--- src/rtl/div_issue_scheduler_if.sv ---
// div_issue_scheduler_if
//   Bundles every non-clock/reset signal of the divide issue scheduler.
//   slave  : the scheduler side (div_issue_scheduler)
//   master : the surrounding pipeline / divide block / testbench side
//   Groups: execute-stage request (in_*), divide-block issue/return (div_*),
//           ALU writeback request (alu_wb_*), register-file write (wb_*),
//           decode scoreboard probe (chk_*, hazard), status (busy, div_err).
interface div_issue_scheduler_if #(
  parameter int XLEN = 64
);
  logic            in_valid;
  logic            in_ready;
  logic [4:0]      in_alu_control;
  logic [4:0]      in_rd;
  logic [XLEN-1:0] in_op1;
  logic [XLEN-1:0] in_op2;

  logic            div_valid;
  logic [4:0]      div_alu_control;
  logic [4:0]      div_rd;
  logic [XLEN-1:0] div_op1;
  logic [XLEN-1:0] div_op2;
  logic            div_out_valid;
  logic [XLEN-1:0] div_result;

  logic            alu_wb_valid;
  logic [4:0]      alu_wb_rd;
  logic [XLEN-1:0] alu_wb_data;
  logic            alu_wb_ready;

  logic            wb_valid;
  logic [4:0]      wb_rd;
  logic [XLEN-1:0] wb_data;

  logic [4:0]      chk_rs1;
  logic [4:0]      chk_rs2;
  logic            hazard;
  logic            busy;
  logic            div_err;

  modport slave (
    input  in_valid, in_alu_control, in_rd, in_op1, in_op2,
    output in_ready,
    output div_valid, div_alu_control, div_rd, div_op1, div_op2,
    input  div_out_valid, div_result,
    input  alu_wb_valid, alu_wb_rd, alu_wb_data,
    output alu_wb_ready,
    output wb_valid, wb_rd, wb_data,
    input  chk_rs1, chk_rs2,
    output hazard, busy, div_err
  );

  modport master (
    output in_valid, in_alu_control, in_rd, in_op1, in_op2,
    input  in_ready,
    input  div_valid, div_alu_control, div_rd, div_op1, div_op2,
    output div_out_valid, div_result,
    output alu_wb_valid, alu_wb_rd, alu_wb_data,
    input  alu_wb_ready,
    input  wb_valid, wb_rd, wb_data,
    output chk_rs1, chk_rs2,
    input  hazard, busy, div_err
  );
endinterface

--- src/rtl/div_issue_scheduler.sv ---
// div_issue_scheduler
//   Sequences DIV/DIVU/REM/REMU (alu_control 16..19) to the divide block one
//   op at a time, holds the returned result, and shares the register-file
//   write port with single-cycle ALU results (divide result wins for its one
//   WB cycle). A one-entry rd scoreboard drives the decode hazard output.
//
//   Ports: clk, rst_n (async active-low), bus (div_issue_scheduler_if.slave).
//   Parameters: XLEN (data width), TIMEOUT (WAIT cycle limit).
//   Build option: define DIV_TIMEOUT_EN to build the WAIT watchdog; when it
//   fires, div_err sets (sticky until reset) and the op is dropped. Without
//   it, div_err is tied 0 and WAIT lasts until the divide block answers.
module div_issue_scheduler #(
  parameter int XLEN    = 64,
  parameter int TIMEOUT = 80
) (
  input  logic                  clk,
  input  logic                  rst_n,
  div_issue_scheduler_if.slave  bus
);

  localparam logic [1:0] S_IDLE  = 2'd0;
  localparam logic [1:0] S_ISSUE = 2'd1;
  localparam logic [1:0] S_WAIT  = 2'd2;
  localparam logic [1:0] S_WB    = 2'd3;

  typedef struct packed {
    logic [4:0]      ctrl;
    logic [4:0]      rd;
    logic [XLEN-1:0] op1;
    logic [XLEN-1:0] op2;
  } div_req_t;

  if (TIMEOUT < 1) begin : g_bad_timeout_cfg
    $error("div_issue_scheduler: TIMEOUT must be >= 1");
  end

  logic [1:0]      state_q, state_d;
  div_req_t        req_q, req_d;
  logic [XLEN-1:0] res_q, res_d;

  logic is_div_op, accept, timeout_hit;

  assign is_div_op = (bus.in_alu_control >= 5'd16) && (bus.in_alu_control <= 5'd19);
  assign accept    = bus.in_valid && (state_q == S_IDLE) && is_div_op;

`ifdef DIV_TIMEOUT_EN
  localparam int CW = $clog2(TIMEOUT + 1);

  logic [CW-1:0] cnt_q, cnt_d;
  logic          err_q, err_d;

  // cnt_q holds the number of WAIT cycles already spent, so the TIMEOUT-th
  // WAIT cycle sees TIMEOUT-1. A result in that same cycle still wins.
  assign timeout_hit = (state_q == S_WAIT) && !bus.div_out_valid &&
                       (cnt_q == CW'(TIMEOUT - 1));

  always_comb begin
    cnt_d = '0;
    if (state_q == S_WAIT) cnt_d = cnt_q + CW'(1);
    err_d = err_q | timeout_hit;
  end

  always_ff @(posedge clk or negedge rst_n) begin
    if (!rst_n) begin
      cnt_q <= '0;
      err_q <= 1'b0;
    end else begin
      cnt_q <= cnt_d;
      err_q <= err_d;
    end
  end

  assign bus.div_err = err_q;
`else
  assign timeout_hit = 1'b0;
  assign bus.div_err = 1'b0;
`endif

  // Sequencer
  always_comb begin
    state_d = state_q;
    req_d   = req_q;
    res_d   = res_q;
    case (state_q)
      S_IDLE: begin
        // Returns seen here (e.g. after a reset mid-op) are ignored.
        if (accept) begin
          req_d.ctrl = bus.in_alu_control;
          req_d.rd   = bus.in_rd;
          req_d.op1  = bus.in_op1;
          req_d.op2  = bus.in_op2;
          state_d    = S_ISSUE;
        end
      end
      S_ISSUE: state_d = S_WAIT;
      S_WAIT: begin
        if (bus.div_out_valid) begin
          res_d   = bus.div_result;
          // x0 destination: nothing to write, free the port immediately.
          state_d = (req_q.rd == 5'd0) ? S_IDLE : S_WB;
        end else if (timeout_hit) begin
          state_d = S_IDLE;
        end
      end
      default: state_d = S_IDLE;  // S_WB lasts exactly one cycle
    endcase
  end

  always_ff @(posedge clk or negedge rst_n) begin
    if (!rst_n) begin
      state_q <= S_IDLE;
      req_q   <= '0;
      res_q   <= '0;
    end else begin
      state_q <= state_d;
      req_q   <= req_d;
      res_q   <= res_d;
    end
  end

  assign bus.in_ready        = (state_q == S_IDLE);
  assign bus.busy            = (state_q != S_IDLE);
  assign bus.div_valid       = (state_q == S_ISSUE);
  assign bus.div_alu_control = req_q.ctrl;
  assign bus.div_rd          = req_q.rd;
  assign bus.div_op1         = req_q.op1;
  assign bus.div_op2         = req_q.op2;

  // Write-port mux: divide result owns the port in WB, ALU otherwise.
  always_comb begin
    if (state_q == S_WB) begin
      bus.wb_valid     = 1'b1;
      bus.wb_rd        = req_q.rd;
      bus.wb_data      = res_q;
      bus.alu_wb_ready = 1'b0;
    end else begin
      bus.wb_valid     = bus.alu_wb_valid && (bus.alu_wb_rd != 5'd0);
      bus.wb_rd        = bus.alu_wb_rd;
      bus.wb_data      = bus.alu_wb_data;
      bus.alu_wb_ready = 1'b1;
    end
  end

  // Scoreboard: the in-flight rd, plus the rd being accepted this cycle so
  // decode stalls a dependent op issued right behind the divide.
  logic busy_hz, acc_hz;

  assign busy_hz = (state_q != S_IDLE) && (req_q.rd != 5'd0) &&
                   ((req_q.rd == bus.chk_rs1) || (req_q.rd == bus.chk_rs2));
  assign acc_hz  = accept && (bus.in_rd != 5'd0) &&
                   ((bus.in_rd == bus.chk_rs1) || (bus.in_rd == bus.chk_rs2));
  assign bus.hazard = busy_hz || acc_hz;

endmodule
--- src/flat_wrapper.sv ---
// flat-port wrapper written by rule: the top's interface ports become plain ports
module div_issue_scheduler_flat 
#(
  parameter int XLEN    = 64,
  parameter int TIMEOUT = 80
)
  (clk, rst_n, bus_in_valid, bus_in_alu_control, bus_in_rd, bus_in_op1, bus_in_op2, bus_in_ready, bus_div_valid, bus_div_alu_control, bus_div_rd, bus_div_op1, bus_div_op2, bus_div_out_valid, bus_div_result, bus_alu_wb_valid, bus_alu_wb_rd, bus_alu_wb_data, bus_alu_wb_ready, bus_wb_valid, bus_wb_rd, bus_wb_data, bus_chk_rs1, bus_chk_rs2, bus_hazard, bus_busy, bus_div_err);
  div_issue_scheduler_if #(.XLEN(XLEN)) bus_i ();
  input  logic clk;
  input  logic rst_n;
  input wire logic [$bits(bus_i.in_valid)-1:0] bus_in_valid;
  input wire logic [$bits(bus_i.in_alu_control)-1:0] bus_in_alu_control;
  input wire logic [$bits(bus_i.in_rd)-1:0] bus_in_rd;
  input wire logic [$bits(bus_i.in_op1)-1:0] bus_in_op1;
  input wire logic [$bits(bus_i.in_op2)-1:0] bus_in_op2;
  output wire logic [$bits(bus_i.in_ready)-1:0] bus_in_ready;
  output wire logic [$bits(bus_i.div_valid)-1:0] bus_div_valid;
  output wire logic [$bits(bus_i.div_alu_control)-1:0] bus_div_alu_control;
  output wire logic [$bits(bus_i.div_rd)-1:0] bus_div_rd;
  output wire logic [$bits(bus_i.div_op1)-1:0] bus_div_op1;
  output wire logic [$bits(bus_i.div_op2)-1:0] bus_div_op2;
  input wire logic [$bits(bus_i.div_out_valid)-1:0] bus_div_out_valid;
  input wire logic [$bits(bus_i.div_result)-1:0] bus_div_result;
  input wire logic [$bits(bus_i.alu_wb_valid)-1:0] bus_alu_wb_valid;
  input wire logic [$bits(bus_i.alu_wb_rd)-1:0] bus_alu_wb_rd;
  input wire logic [$bits(bus_i.alu_wb_data)-1:0] bus_alu_wb_data;
  output wire logic [$bits(bus_i.alu_wb_ready)-1:0] bus_alu_wb_ready;
  output wire logic [$bits(bus_i.wb_valid)-1:0] bus_wb_valid;
  output wire logic [$bits(bus_i.wb_rd)-1:0] bus_wb_rd;
  output wire logic [$bits(bus_i.wb_data)-1:0] bus_wb_data;
  input wire logic [$bits(bus_i.chk_rs1)-1:0] bus_chk_rs1;
  input wire logic [$bits(bus_i.chk_rs2)-1:0] bus_chk_rs2;
  output wire logic [$bits(bus_i.hazard)-1:0] bus_hazard;
  output wire logic [$bits(bus_i.busy)-1:0] bus_busy;
  output wire logic [$bits(bus_i.div_err)-1:0] bus_div_err;
  assign bus_i.in_valid = bus_in_valid;
  assign bus_i.in_alu_control = bus_in_alu_control;
  assign bus_i.in_rd = bus_in_rd;
  assign bus_i.in_op1 = bus_in_op1;
  assign bus_i.in_op2 = bus_in_op2;
  assign bus_in_ready = bus_i.in_ready;
  assign bus_div_valid = bus_i.div_valid;
  assign bus_div_alu_control = bus_i.div_alu_control;
  assign bus_div_rd = bus_i.div_rd;
  assign bus_div_op1 = bus_i.div_op1;
  assign bus_div_op2 = bus_i.div_op2;
  assign bus_i.div_out_valid = bus_div_out_valid;
  assign bus_i.div_result = bus_div_result;
  assign bus_i.alu_wb_valid = bus_alu_wb_valid;
  assign bus_i.alu_wb_rd = bus_alu_wb_rd;
  assign bus_i.alu_wb_data = bus_alu_wb_data;
  assign bus_alu_wb_ready = bus_i.alu_wb_ready;
  assign bus_wb_valid = bus_i.wb_valid;
  assign bus_wb_rd = bus_i.wb_rd;
  assign bus_wb_data = bus_i.wb_data;
  assign bus_i.chk_rs1 = bus_chk_rs1;
  assign bus_i.chk_rs2 = bus_chk_rs2;
  assign bus_hazard = bus_i.hazard;
  assign bus_busy = bus_i.busy;
  assign bus_div_err = bus_i.div_err;
  div_issue_scheduler #(.XLEN(XLEN), .TIMEOUT(TIMEOUT)) u_core (.clk(clk), .rst_n(rst_n), .bus(bus_i));
endmodule
--- config.mk ---
export PLATFORM = sky130hd
export DESIGN_NAME = div_issue_scheduler_flat
export DESIGN_NICKNAME = d
export VERILOG_FILES = /design/src/rtl/div_issue_scheduler_if.sv /design/src/rtl/div_issue_scheduler.sv /design/src/flat_wrapper.sv
export SDC_FILE = /design/constraint.sdc
export NUM_CORES = 1
export LEC_CHECK = 0
export ABC_AREA = 1
export CORE_AREA = 2 2 194 196
export DETAILED_ROUTE_END_ITERATION = 8
export DIE_AREA = 0 0 196 198
export PLACE_DENSITY = 0.6
export SYNTH_ARGS = -nofsm -noshare
export SYNTH_HDL_FRONTEND = slang
export SYNTH_SLANG_ARGS = --single-unit
--- constraint.sdc ---
create_clock -name clk -period 1.5 [get_ports clk]
set_input_delay 0.375 -clock clk [delete_from_list [all_inputs] [get_ports clk]]
set_output_delay 0.375 -clock clk [all_outputs]
set_load 0.03 [all_outputs]
==> key figures, run 1 <==
Floorplan
  • DIE AREA: just under 40,000 um^2
  • Initial core utilization: 24.1%
  • Std-Cell Rows: 71
  • Die boundary width: between 150 and 200 um
  • Core Box Area: around 37,000 um^2
  • Vertical extent of the die: 198 um
  • Total I/O pin count: 500

Clock network
  • Clock latency reported for the late side of the worst-skew pair: between 0.5 and 0.6 ns
  • TritonCTS clock tree: done
  • H-tree Lvls: 1
  • Buffers from clock root to sink, at most: 3
  • Cts bufs inserted: 24
  • Num Clock Sinks: slightly above 200
  • Root cell of the clock tree: clkbuf_16
  • Post-CTS clock slew at the launch and capture registers of the worst setup and hold paths: ~0.060 ns

Place
  • Cell area after placement: around 15,000 um^2
  • Routability congestion estimate from global placement: about 0.8
  • Hpwl dp: approximately 26,000 um
  • Worst setup timing slack at the placement stage: -0.741 ns
  • Count of port buffers added during placement: roughly 500

Power
  • Leakage power figure: about 8.7 nW
  • Total power density per cell area: 1930 nW/um^2
  • Maximum VDD drop: 0.000934 V

Finish
  • Fraction of layout instances using a drive strength above 1: about a third
  • Nets: between 1,500 and 2,000
  • Total of fill cells in the finished design: about 3,500
  • Total area of multi-input combinational cells: a little over 4000 um^2
  • Final core occ: 46.8%
  • Commonest cells after routing, fill and taps aside: nand2_1 (534), clkdlybuf4s50_1 (283), dfrtp_1 (202)
  • Area of all sequential standard cells: just over 5000 um^2
  • Commonest non-fill, non-tap cell in the layout: nand2_1
  • Area growth, synth to finish: 94.3%
  • Post-route design area: roughly 17,000 um^2

Routing
  • Post-detailed-route count of antenna-violating nets: 0
  • Detailed router's first-iteration violation count: 345
  • Via density: 4.28
  • First-pass detailed-route iteration total: 5
  • Routed wire length: 38,000 um
  • Total number of vias: approximately 9,000
  • Remaining design rule violation count: 0
  • Average wire per standard cell: ~18 um

STA
  • Max frequency: approximately 0.46 GHz
  • Setup TNS: -57.20 ns
  • Fin Clk Skew: about 0.016 ns
  • Endpoints failing hold: 0
  • Final number of max-transition violations: 0
  • Time the final worst path needs with I/O delays and setup: approximately 2.2 ns
  • Unrepaired setup endpoints after global routing: true
  • Final worst setup slack: -0.689 ns
  • Final setup violation count: about 170
  • Ratio of final minimum period to clock period: 146%

Setup path
  • Critical-path maximum fanout: 6
  • Reg2Reg Setup Slack: -0.19 ns
  • Worst EP required: 1.12 ns
  • Cell family contributing the most delay on the critical path: buffers and inverters
  • Buffers & Inverters on Critical Path: 4
  • R2R Path End: u_core.res_q[51]$_DFFE_PN0P_
  • Highest cell delay on the worst timing path: between 0.4 and 0.5 ns
  • Critical path arrival: roughly 1.8 ns
  • Crit path max-delay cell type: dfrtp_1
  • Cells traversed along the worst timing path: buf_6 > nand2_8 > buf_12 > clkbuf_16 > nand2_2 > nand2_2 > buf_6
  • Depth of the worst register-to-register path: 7
  • Worst flop-to-flop path startpoint: u_core.state_q[1]$_DFFE_PN0P_
  • Crit. End Element: output pin
  • Worst Setup Path Type: reg -> out
  • Kind of launch point of the worst setup path: flip-flop

Yosys
  • Post-synthesis net count: 1,327
  • Register area share after synthesis: 57.3%
  • Post-Syn Instances: approximately 1,000
  • Yosys synthesis warning count: 0
  • Average size of a mapped cell: ~8.6 um^2
  • Number of synthesized register bits: just over 200
  • Distinct cells, synth: 26
  • Cell Area, Synth: between 8000 and 9000 um^2

Worst hold path
  • Beginning of the worst hold path: bus_in_op2[35]
  • End of the worst hold path: u_core.bus.div_op2[35]$_DFFE_PN0P_
  • Min-delay worst type: in -> reg
  • Hold Path Cell Cnt: 3

Status
  • Violations in the final reports: negative setup slack
  • Outcome: finished, violations left

Global routing
  • GR Util All Layers: between 10% and 20%
  • Via count of the first global-routing pass: just over 9,000
  • Remaining Overflow, GRT: 0
  • First-pass GRT wire length: roughly 53,000 um
  • Pin count of the biggest net entering global routing: between 50 and 60
  • Number of antenna violations at the first check in global routing: 7

Job
  • Number of max-cap violations: 0
worst register-to-register path, delay by kind of cell (launching register included):
family                 cells  cell delay (ns)
buffers and inverters      4             0.51
flip-flops                 1             0.41
multiplexers               1             0.31
AND/OR/NAND/NOR            2             0.33
layout make-up:
cell class              instances  area share, %
repair buffers                592           37.7
repair inverters                1         0.0940
multi-input cells             761           23.9
inverters                      27          0.824
clock inverters                 7          0.325
flip-flops and latches        204           29.5
clock buffers                  36           4.14
well taps                     474           3.43
diodes                          3         0.0434
kinds of logic (layout without fill, tap and decap cells):
logic type / Yosys count / count (layout) / synth area share, %
compound gates: 14 / 14 / 0.801
xor+xnor: 5 / 5 / 0.492
buf+inv: 77 / 663 / 4.34
flops: 204 / 204 / 57.3
mux: 64 / 64 / 8.09
other cells: 1 / 4 / 0.0421
simple gates: 676 / 677 / 28.9
layer usage:
| layer | GRT usage, % | part of all wire (%) | vias to the layer above |
|---|---|---|---|
| met5 | 0 | 0.16 | - |
| met4 | 4.46 | 2.2 | 8 |
| met3 | 6.39 | 8.8 | 56 |
| met2 | 32.3 | 50 | 352 |
| met1 | 19.9 | 39 | 4249 |
| li1 | - | - | 4338 |
worst max path at each step:
stage / startpoint / end / slack, ns / cells after the start
6_report: u_core.state_q[1]$_DFFE_PN0P_ / bus_wb_data[17] / -0.69 / 7
5_1_grt: u_core.state_q[0]$_DFFE_PN0P_ / bus_hazard / -0.77 / 6
4_1_cts: u_core.bus.div_rd[1]$_DFFE_PN0P_ / bus_hazard / -0.73 / 9
3_5_place_dp: bus_in_rd[0] / bus_hazard / -0.74 / 10
3_3_place_gp: bus_in_rd[0] / bus_hazard / -0.79 / 10
2_1_floorplan: u_core.state_q[0]$_DFFE_PN0P_ / bus_hazard / -0.18 / 6
stage by stage:
step	instances	total power [mW]	hold slack [ns]
after floorplan	1041	17.4	0.0794
after global placement	2029	25.2	0.384
after detailed placement	2029	25.4	0.383
after CTS	2083	32.7	0.335
after global routing	2102	35.3	0.355
final	2105	33.4	0.363
cell usage after synthesis:
master | n | share of area, %
buf_2 | 18 | 1.0
buf_6 | 6 | 0.76
nor2_2 | 2 | 0.14
a21oi_1 | 1 | 0.056
nand3_1 | 5 | 0.28
nand3b_2 | 1 | 0.13
or2_1 | 1 | 0.070
buf_1 | 3 | 0.13
mux2_2 | 4 | 0.51
mux2_1 | 60 | 7.6
xor2_1 | 1 | 0.098
nand3b_1 | 1 | 0.084
inv_2 | 3 | 0.13
nor3_1 | 2 | 0.11
o21ai_1 | 1 | 0.056
nand2_1 | 649 | 27
clkbuf_1 | 15 | 0.63
conb_1 | 1 | 0.042
nor2_1 | 14 | 0.59
xnor2_1 | 4 | 0.39
o21ai_0 | 11 | 0.62
dfrtp_1 | 204 | 57
a31oi_1 | 1 | 0.070
buf_4 | 8 | 0.67
inv_1 | 24 | 1.0
nand2_4 | 1 | 0.13
flip-flops by register name, indices dropped and copies added, names as in the netlist:
| signal | count |
|---|---|
| u_core.bus.div_alu_control | 5 |
| u_core.bus.div_op1 | 64 |
| u_core.bus.div_op2 | 64 |
| u_core.bus.div_rd | 5 |
| u_core.res_q | 64 |
| u_core.state_q | 2 |
power breakdown:
| part | internal, mW | switching, mW |
|---|---|---|
| registers | 7.86 | 1.52 |
| clock network | 3.31 | 2.42 |
| logic | 8.52 | 9.76 |
what timing repair did:
action | 4_1_cts | 5_1_grt
gates cloned | 7 | 13
endpoints found under the hold margin | 23 | 0
setup buffers | 4 | 8
endpoints found under the setup margin | 370 | 395
hold buffers | 1 | 0
gates resized for setup | 829 | 115
pin swaps | 19 | 20
Note: power is estimated with default switching activity, not from simulation.
==> run 2: changes to the inputs <==
--- a/config.mk
+++ b/config.mk
@@ -10,6 +10,7 @@
 export DETAILED_ROUTE_END_ITERATION = 8
 export DIE_AREA = 0 0 196 198
 export PLACE_DENSITY = 0.6
+export REMOVE_ABC_BUFFERS = 1
 export SYNTH_ARGS = -nofsm -noshare
 export SYNTH_HDL_FRONTEND = slang
 export SYNTH_SLANG_ARGS = --single-unit
==> run 2 against run 1 <==
Against the previous run: the run still ends with negative setup slack left; highest routed layer is now met4; wire length rose by 10%; non-clock buffer count rose by 10; clock skew is 0.010 ns higher; global-route usage grew 1.9 points; largest power group unchanged.
==> key figures, run 2 (same netlist as run 1, synthesis figures left out) <==
STA
  • Final number of max-transition violations: 0
  • Setup TNS: -74.53 ns
  • Ratio of final minimum period to clock period: 143%
  • Final setup violation count: roughly 290
  • Endpoints failing hold: 0
  • Unrepaired setup endpoints after global routing: true
  • Time the final worst path needs with I/O delays and setup: roughly 2.1 ns
  • Fin Clk Skew: between 0.02 and 0.03 ns
  • Final worst setup slack: -0.643 ns
  • Max frequency: 0.467 GHz

Setup path
  • Crit path max-delay cell type: dfrtp_2
  • Cell family contributing the most delay on the critical path: flip-flops
  • Cells traversed along the worst timing path: nand2_8 > buf_12 > buf_16 > nand2_2 > o21ai_1 > buf_4
  • Critical path arrival: 1.77 ns
  • Buffers & Inverters on Critical Path: 3
  • Reg2Reg Setup Slack: -0.26 ns
  • Worst Setup Path Type: reg -> out
  • Crit. End Element: output pin
  • Highest cell delay on the worst timing path: 0.47 ns
  • Kind of launch point of the worst setup path: flip-flop
  • Critical-path maximum fanout: 7
  • Worst EP required: 1.12 ns

Routing
  • Average wire per standard cell: roughly 20 um
  • Routed wire length: 42,000 um
  • First-pass detailed-route iteration total: 5
  • Post-detailed-route count of antenna-violating nets: 0
  • Remaining design rule violation count: 0
  • Total number of vias: ~9,300
  • Detailed router's first-iteration violation count: ~280
  • Via density: 4.39

Global routing
  • Via count of the first global-routing pass: ~9,600
  • Met1 Use GR: 22.6%
  • First-pass GRT wire length: around 58,000 um
  • Met2 demand-to-capacity share in global routing: between 30% and 40%
  • GR met3 Demand/Resource: 6.61%
  • GR Util All Layers: between 10% and 20%
  • Number of antenna violations at the first check in global routing: 2
  • Busiest grt layer: met2
  • Remaining Overflow, GRT: 0
  • Pin count of the biggest net entering global routing: 47

Clock network
  • Buffers from clock root to sink, at most: 3
  • TritonCTS clock tree: done
  • Root cell of the clock tree: clkbuf_16
  • Clock latency reported for the late side of the worst-skew pair: 0.54 ns
  • Post-CTS clock slew at the launch and capture registers of the worst setup and hold paths: ~0.06 ns
  • H-tree Lvls: 1
  • Num Clock Sinks: between 200 and 250
  • Cts bufs inserted: 24

Finish
  • Post-route design area: between 15,000 and 20,000 um^2
  • Area growth, synth to finish: 98.4%
  • Commonest cells after routing, fill and taps aside: nand2_1 (558), clkdlybuf4s50_1 (284), dfrtp_1 (199)
  • Fraction of layout instances using a drive strength above 1: 28.7%
  • Count of placed standard cells in the final layout, fillers left out: between 2,000 and 2,500
  • Nets: around 1,900
  • Commonest non-fill, non-tap cell in the layout: nand2_1

Power
  • Total power density per cell area: slightly below 2000 nW/um^2
  • Switching fraction of total power: slightly above 40%
  • Psw: around 14 mW
  • Maximum VDD drop: about 0.0012 V
  • Total design power: between 30 and 40 mW
  • Sequential share of power: ~28%
  • Cell internal pwr: between 20 and 25 mW
  • Combinational share of power: between 50% and 60%
  • Leakage power figure: between 8 and 9 nW
  • Clock power frac: between 10% and 20%

Place
  • Cell count after placement: slightly above 2,000
  • Count of port buffers added during placement: 498
  • Cell area after placement: 15,400 um^2
  • Routability congestion estimate from global placement: 0.920
  • Hpwl dp: 26,900 um

Floorplan
  • Die boundary width: 196 um
  • Initial core utilization: between 20% and 30%
  • Std-Cell Rows: a little over 70
  • DIE AREA: 38,800 um^2
  • Total I/O pin count: 500
  • Core Box Area: about 37,000 um^2
  • Vertical extent of the die: roughly 200 um

Worst hold path
  • Min-delay worst type: in -> async

Status
  • Violations in the final reports: negative setup slack
  • Outcome: finished, violations left

Job
  • Number of max-cap violations: 0
-- run 2: per-stage QoR --
stage	setup slack (ns)	hold WS [ns]	util [%]
2_1_floorplan	-2.80	0.0794	-
3_3_place_gp	-0.485	0.303	41.7
3_5_place_dp	-0.519	0.305	41.7
4_1_cts	-0.668	0.284	46.1
5_1_grt	-0.713	0.318	47.8
6_report	-0.643	0.320	47.8
-- run 2: repair_timing --
| action | in CTS | in global routing |
|---|---|---|
| endpoints found under the setup margin | 400 | 364 |
| hold buffers | 1 | 0 |
| hold endpoints to repair | 16 | 0 |
| resized for setup | 777 | 59 |
| gates cloned | 17 | 17 |
| pin swaps | 5 | 7 |
| buffers inserted | 15 | 13 |
-- run 2: path summary, 6_finish.rpt --
kind / start / end / depth (start not counted)
worst min-delay path: rst_n / u_core.res_q[9]$_DFFE_PN0P_ / 2
worst min register to register: u_core.bus.div_alu_control[3]$_DFFE_PN0P_ / u_core.bus.div_alu_control[3]$_DFFE_PN0P_ / 2
worst max register to register: u_core.state_q[1]$_DFFE_PN0P_ / u_core.bus.div_op1[22]$_DFFE_PN0P_ / 9
min in group clk: bus_in_op1[54] / u_core.bus.div_op1[54]$_DFFE_PN0P_ / 3
worst max-delay path: u_core.state_q[1]$_DFFE_PN0P_ / bus_wb_rd[4] / 6
max in group asynchronous: rst_n / u_core.bus.div_op1[43]$_DFFE_PN0P_ / 3
-- run 2: routing by layer --
layer,wire length [um],vias to the layer above
li1,-,4344
met2,21300,426
met3,3940,64
met4,1030,0
met1,15800,4443
met5,0,-
-- run 2: power by group through the flow --
| stage | Combinational [mW] | Sequential [mW] | Clock [mW] |
|---|---|---|---|
| 2_1_floorplan | 4.98 | 11.9 | 0 |
| 3_3_place_gp | 16.8 | 9.34 | 0 |
| 3_5_place_dp | 16.9 | 9.38 | 0 |
| 4_1_cts | 17.7 | 9.54 | 6.29 |
| 5_1_grt | 19.4 | 9.88 | 6.46 |
| 6_report | 18.4 | 9.60 | 6.09 |
-- run 2: final cells by class --
cell class                 count  area [um^2]
timing repair inverter         1         16.3
clock inverter                14          166
tap                          474          593
inverter                      27          146
sequential                   204         5110
timing repair buffer         602         7230
antenna                        2         5.00
multi-input combinational    760         3740
fill                        3427        19300
clock buffer                  29          649
